$ cat config.mk
export PLATFORM = sky130hd
export DESIGN_NAME = fcl_bn_sign
export DESIGN_NICKNAME = d
export VERILOG_FILES = /design/src/rtl/fcl_bn_sign.sv
export SDC_FILE = /design/constraint.sdc
export NUM_CORES = 2
export LEC_CHECK = 0
export BUFFER_PORTS_ARGS = -buffer_cell sky130_fd_sc_hd__buf_2
export CAP_MARGIN = 10
export CORE_ASPECT_RATIO = 0.8
export CORE_MARGIN = 5
export CORE_UTILIZATION = 63
export DETAILED_ROUTE_END_ITERATION = 12
export PLACE_DENSITY = 0.91
export SETUP_SLACK_MARGIN = 0.3
export SKIP_CTS_REPAIR_TIMING = 1
export SYNTH_ARGS = -nofsm -noshare
export SYNTH_HDL_FRONTEND = slang
export SYNTH_SLANG_ARGS = --single-unit
$ cat constraint.sdc
create_clock -name clk -period 5.3 [get_ports clk]
set_input_delay 1.325 -clock clk [delete_from_list [all_inputs] [get_ports clk]]
set_output_delay 1.325 -clock clk [all_outputs]
set_load 0.01 [all_outputs]
$ cat src/rtl/fcl_bn_sign.sv
// Folded batch-norm + sign over PAR accumulator lanes per beat, packed into OUT_BITS words.
// Word registered the cycle after its completing beat; in_ready drops only while a word is held unconsumed.
module fcl_bn_sign #(
   parameter int PAR        = 8,
   parameter int WIDTH      = 8,
   parameter int OUT_BITS   = 32,
   parameter int NEURON_MAX = 256
) (
   input  logic                          clk,
   input  logic                          rst,
   input  logic [$clog2(NEURON_MAX):0]   cfg_neurons,
   input  logic                          thr_we,
   input  logic [$clog2(NEURON_MAX)-1:0] thr_addr,
   input  logic [WIDTH-1:0]              thr_data,
   input  logic                          thr_flip,
   input  logic                          in_valid,
   output logic                          in_ready,
   input  logic [PAR*WIDTH-1:0]          in_data,
   output logic                          out_valid,
   input  logic                          out_ready,
   output logic [OUT_BITS-1:0]           out_word,
   output logic                          out_last
);

   localparam int AW = $clog2(NEURON_MAX);
   localparam int G  = OUT_BITS / PAR;
   localparam int CW = (G > 1) ? $clog2(G) : 1;

   logic signed [WIDTH-1:0] thr_q [NEURON_MAX];
   logic [NEURON_MAX-1:0]   flip_q;

   logic [AW-1:0]       nidx_q, nidx_d;
   logic [CW-1:0]       pack_cnt_q, pack_cnt_d;
   logic [OUT_BITS-1:0] pack_q, pack_d;
   logic [AW:0]         cfg_q;
   logic                out_valid_q, out_valid_d;
   logic                out_last_q, out_last_d;
   logic [OUT_BITS-1:0] out_word_q, out_word_d;

   logic                accept;
   logic                layer_start;
   logic [AW:0]         layer_cfg;
   logic                layer_last;
   logic                word_done;
   logic [PAR-1:0]      beat_bits;
   logic [OUT_BITS-1:0] pack_new;

   assign in_ready  = !out_valid_q || out_ready;
   assign accept    = in_valid && in_ready;
   assign out_valid = out_valid_q;
   assign out_last  = out_last_q;
   assign out_word  = out_word_q;

   // Layer size is taken live on the first beat of a layer, then frozen in cfg_q.
   assign layer_start = (nidx_q == '0) && (pack_cnt_q == '0);
   assign layer_cfg   = layer_start ? cfg_neurons : cfg_q;
   assign layer_last  = (({1'b0, nidx_q} + (AW+1)'(PAR)) == layer_cfg);
   assign word_done   = (pack_cnt_q == CW'(G - 1)) || layer_last;

   always_comb begin
      beat_bits = '0;
      for (int j = 0; j < PAR; j++) begin
         beat_bits[j] = ($signed(in_data[j*WIDTH +: WIDTH]) >= thr_q[nidx_q + AW'(j)])
                        ^ flip_q[nidx_q + AW'(j)];
      end
   end

   always_comb begin
      pack_new = pack_q;
      pack_new[pack_cnt_q*PAR +: PAR] = beat_bits;
   end

   always_comb begin
      nidx_d      = nidx_q;
      pack_cnt_d  = pack_cnt_q;
      pack_d      = pack_q;
      out_valid_d = out_valid_q;
      out_last_d  = out_last_q;
      out_word_d  = out_word_q;
      if (out_valid_q && out_ready) begin
         out_valid_d = 1'b0;
         out_last_d  = 1'b0;
      end
      if (accept) begin
         if (word_done) begin
            out_word_d  = pack_new;
            out_valid_d = 1'b1;
            out_last_d  = layer_last;
            pack_d      = '0;
            pack_cnt_d  = '0;
            nidx_d      = layer_last ? '0 : nidx_q + AW'(PAR);
         end else begin
            pack_d      = pack_new;
            pack_cnt_d  = pack_cnt_q + 1'b1;
            nidx_d      = nidx_q + AW'(PAR);
         end
      end
   end

   always_ff @(posedge clk or negedge rst) begin
      if (!rst) begin
         nidx_q      <= '0;
         pack_cnt_q  <= '0;
         pack_q      <= '0;
         cfg_q       <= '0;
         out_valid_q <= 1'b0;
         out_last_q  <= 1'b0;
         out_word_q  <= '0;
      end else begin
         nidx_q      <= nidx_d;
         pack_cnt_q  <= pack_cnt_d;
         pack_q      <= pack_d;
         out_valid_q <= out_valid_d;
         out_last_q  <= out_last_d;
         out_word_q  <= out_word_d;
         if (layer_start) cfg_q <= cfg_neurons;
      end
   end

   always_ff @(posedge clk or negedge rst) begin
      if (!rst) begin
         for (int i = 0; i < NEURON_MAX; i++) thr_q[i] <= '0;
         flip_q <= '0;
      end else if (thr_we) begin
         thr_q[thr_addr]  <= $signed(thr_data);
         flip_q[thr_addr] <= thr_flip;
      end
   end

endmodule

==> metrics.csv <==
stage;metric;value;unit
placed_design;hpwl;182000;um
clocking;root_buffer;clkbuf_16;
floorplanning;core;172000;um^2
worst_setup_path;worst_ep_arrival_time;5.59;ns
worst_setup_path;required;5.98;ns
floorplanning;die_x;476;um
timing;setup_viol_count_final;0;
route;dr.pass1.iters;7;
global_route;grt.total_usage;0.330;
finish;layout_common_cells;dfrtp_1, mux2_2, mux4_2;
route;drtIter0Drc;7956;
timing;hold_viol_final;0;
finish;fillers;9904;
clocking;htreeDepth;4;
worst_setup_path;end_kind;flip-flop;
finish;final_common_cell;dfrtp_1;
worst_setup_path;critPathLaunchType;flip-flop;
placed_design;gp_congestion;0.886;
yosys;syn_nets;6958;
global_route;antenna_found_initial;49;
floorplanning;start_util;0.635;
clocking;cts_buffer_depth;3;
timing;period_needed;4.91;ns
finish;finalNonFillerCells;9475;
floorplanning;die_h;383;um
clocking;path_clk_slew;0.07;ns
timing;totalNegativeSetupSlack;0;ns
clocking;cts_tree;built;
clocking;clk_latency;0.86;ns
yosys;synth_async_sr_flop_share;1.00;
global_route;grt_max_degree;182;
yosys;synth_ff_type;dfrtp_1;
finish;drive_above_1_share;0.538;
finish;final_nets;7151;
placed_design;pre_cts_ws;0.0119;ns
power;p_leak;0.0578;uW
yosys;syn_avg_cell_area;16.1;um^2
finish;syn2layout_area_growth;10.9;%
global_route;grt_pass1_wl;455000;um
yosys;ys_types;66;
worst_setup_path;crit_type;reg -> reg;
timing;max_freq;204;MHz
clocking;cts.sinks;2386;
route;wire_per_inst;31.2;um
floorplanning;ioPinCount;130;
power;power;46200;uW
timing;finalCritPeriodShare;0.926;
power;power_density;381;nW/um^2
floorplanning;dieArea;182000;um^2
flow_run;maxCapViolations;0;
placed_design;io_buffers;129;
timing;max_slew.worst_pin.slew;1.31;ns
global_route;grt_pass1_vias;70600;
yosys;netlist_instances;6792;
placed_design;post-place-cells;9045;
route;vias;66100;
hold_path;hold_path.class;reg -> reg;
clocking;cts-buffers-inserted;208;
floorplanning;rows;136;
yosys;netlist_area;109000;um^2
route;via_per_inst;6.98;
timing;rsz0062_at_grt;no;
yosys;postSynthRegisterBits;2386;
timing;whs;0.490;ns
route;drt-total-wl;296000;um
yosys;synth-edff-count;0;
yosys;seq_area_frac_synth;0.546;
power;ir_drop;0.396;mV
timing;setup_ws;0.392;ns
global_route;grt_overflow;0;
route;drc;0;
timing;maxSlewViolCount;0;
timing;fin_worst_skew;0.0335;ns
timing;max-slew-margin-rel;0.126;
yosys;ys_warn_count;0;
worst_setup_path;critical_path.max_fanout;27;
route;antenna_left;0;
outcome;status;completed;
## logic make-up after synthesis
family	after synthesis	share of synthesized area
and+or+nand+nor	519	0.0221
muxes	3105	0.390
AOI/OAI and AO/OA	191	0.0130
adders and majority gates	71	0.00813
DFF	2386	0.546
xor gates and xnor gates	13	0.00111
buffers and inverters	507	0.0192
## final cells by class
cell class                 instances  area [um^2]  area share
antenna                           41          103    0.000846
clock buffer                     295         6030      0.0497
clock inverter                    87         1010     0.00833
inverter                          22         82.6    0.000681
multi-input combinational       3899        47500       0.392
sequential                      2386        59700       0.493
tap                             2277         2850      0.0235
timing repair buffer             468         3910      0.0322
## metal layers
metal / track usage / up-vias / wire (um)
met2: 0.496 / 3703 / 139000
li1: - / 26000 / -
met4: 0.154 / 16 / 14300
met5: 0.00373 / - / 180
met3: 0.0942 / 779 / 29500
met1: 0.450 / 35700 / 113000
## Yosys cell counts, types with 9 or more instances
master	count	area, um^2
nand3b_1	25	188
a21oi_1	24	120
mux2_2	2325	26200
ha_1	71	888
a21o_1	23	173
buf_2	104	521
o21ai_0	14	70.1
inv_1	22	82.6
mux2i_1	90	901
a211oi_1	23	173
nand4_1	10	62.6
nand3_1	25	125
o211ai_1	30	225
clkbuf_1	347	1300
nand2b_1	22	138
nor2_1	204	766
nor3_1	9	45.0
o2bb2ai_1	28	245
nor2b_1	27	169
buf_1	22	82.6
nand2_1	159	597
mux4_2	690	15500
dfrtp_1	2386	59700
## where the power goes
group | total, uW | internal, uW | leakage [uW] | switching (uW)
Sequential | 20300 | 19300 | 0.0329 | 945
Combinational | 10200 | 4390 | 0.0214 | 5760
Clock | 15800 | 8810 | 0.00348 | 7010
## state kept, by name, summed over array words and instances, names as in the netlist, 2 cells and up
name / count
pack_cnt_q: 2
out_word: 32
flip_q: 256
nidx_q: 5
cfg_q: 9
pack_q: 32
thr_q: 2048
## worst max-delay path, stage by stage (launching register included)
cell	delay, ns
dfrtp_4	0.60
buf_12	0.19
buf_12	0.19
buf_12	0.27
mux4_2	0.60
mux4_2	0.52
mux2i_1	0.33
ha_1	0.33
a21o_1	0.16
a21o_1	0.16
a21oi_1	0.18
o22ai_1	0.15
xor2_2	0.45
buf_4	0.34
o211ai_1	0.18
## worst paths after layout
check,end,start,cells past startpoint,slack (ns)
setup / recovery,out_word[17]$_DFFE_PN0P_,nidx_q[3]$_DFFE_PN0P_,14,0.39
min in group asynchronous,thr_q[1242]$_DFFE_PN0P_,rst,1,0.51
max in group asynchronous,thr_q[362]$_DFFE_PN0P_,rst,2,3.19
setup reg to reg,out_word[17]$_DFFE_PN0P_,nidx_q[3]$_DFFE_PN0P_,14,0.39
hold reg to reg,pack_q[3]$_DFFE_PN0P_,pack_q[3]$_DFFE_PN0P_,1,0.49
hold / removal,pack_q[3]$_DFFE_PN0P_,pack_q[3]$_DFFE_PN0P_,1,0.49
## through the flow
stage,instance area [um^2],util
floorplan,109000,-
global placement,114000,0.662
detailed placement,114000,0.662
CTS,121000,0.703
global route,121000,0.704
finish,121000,0.704
(Power assumes the default switching activity.)
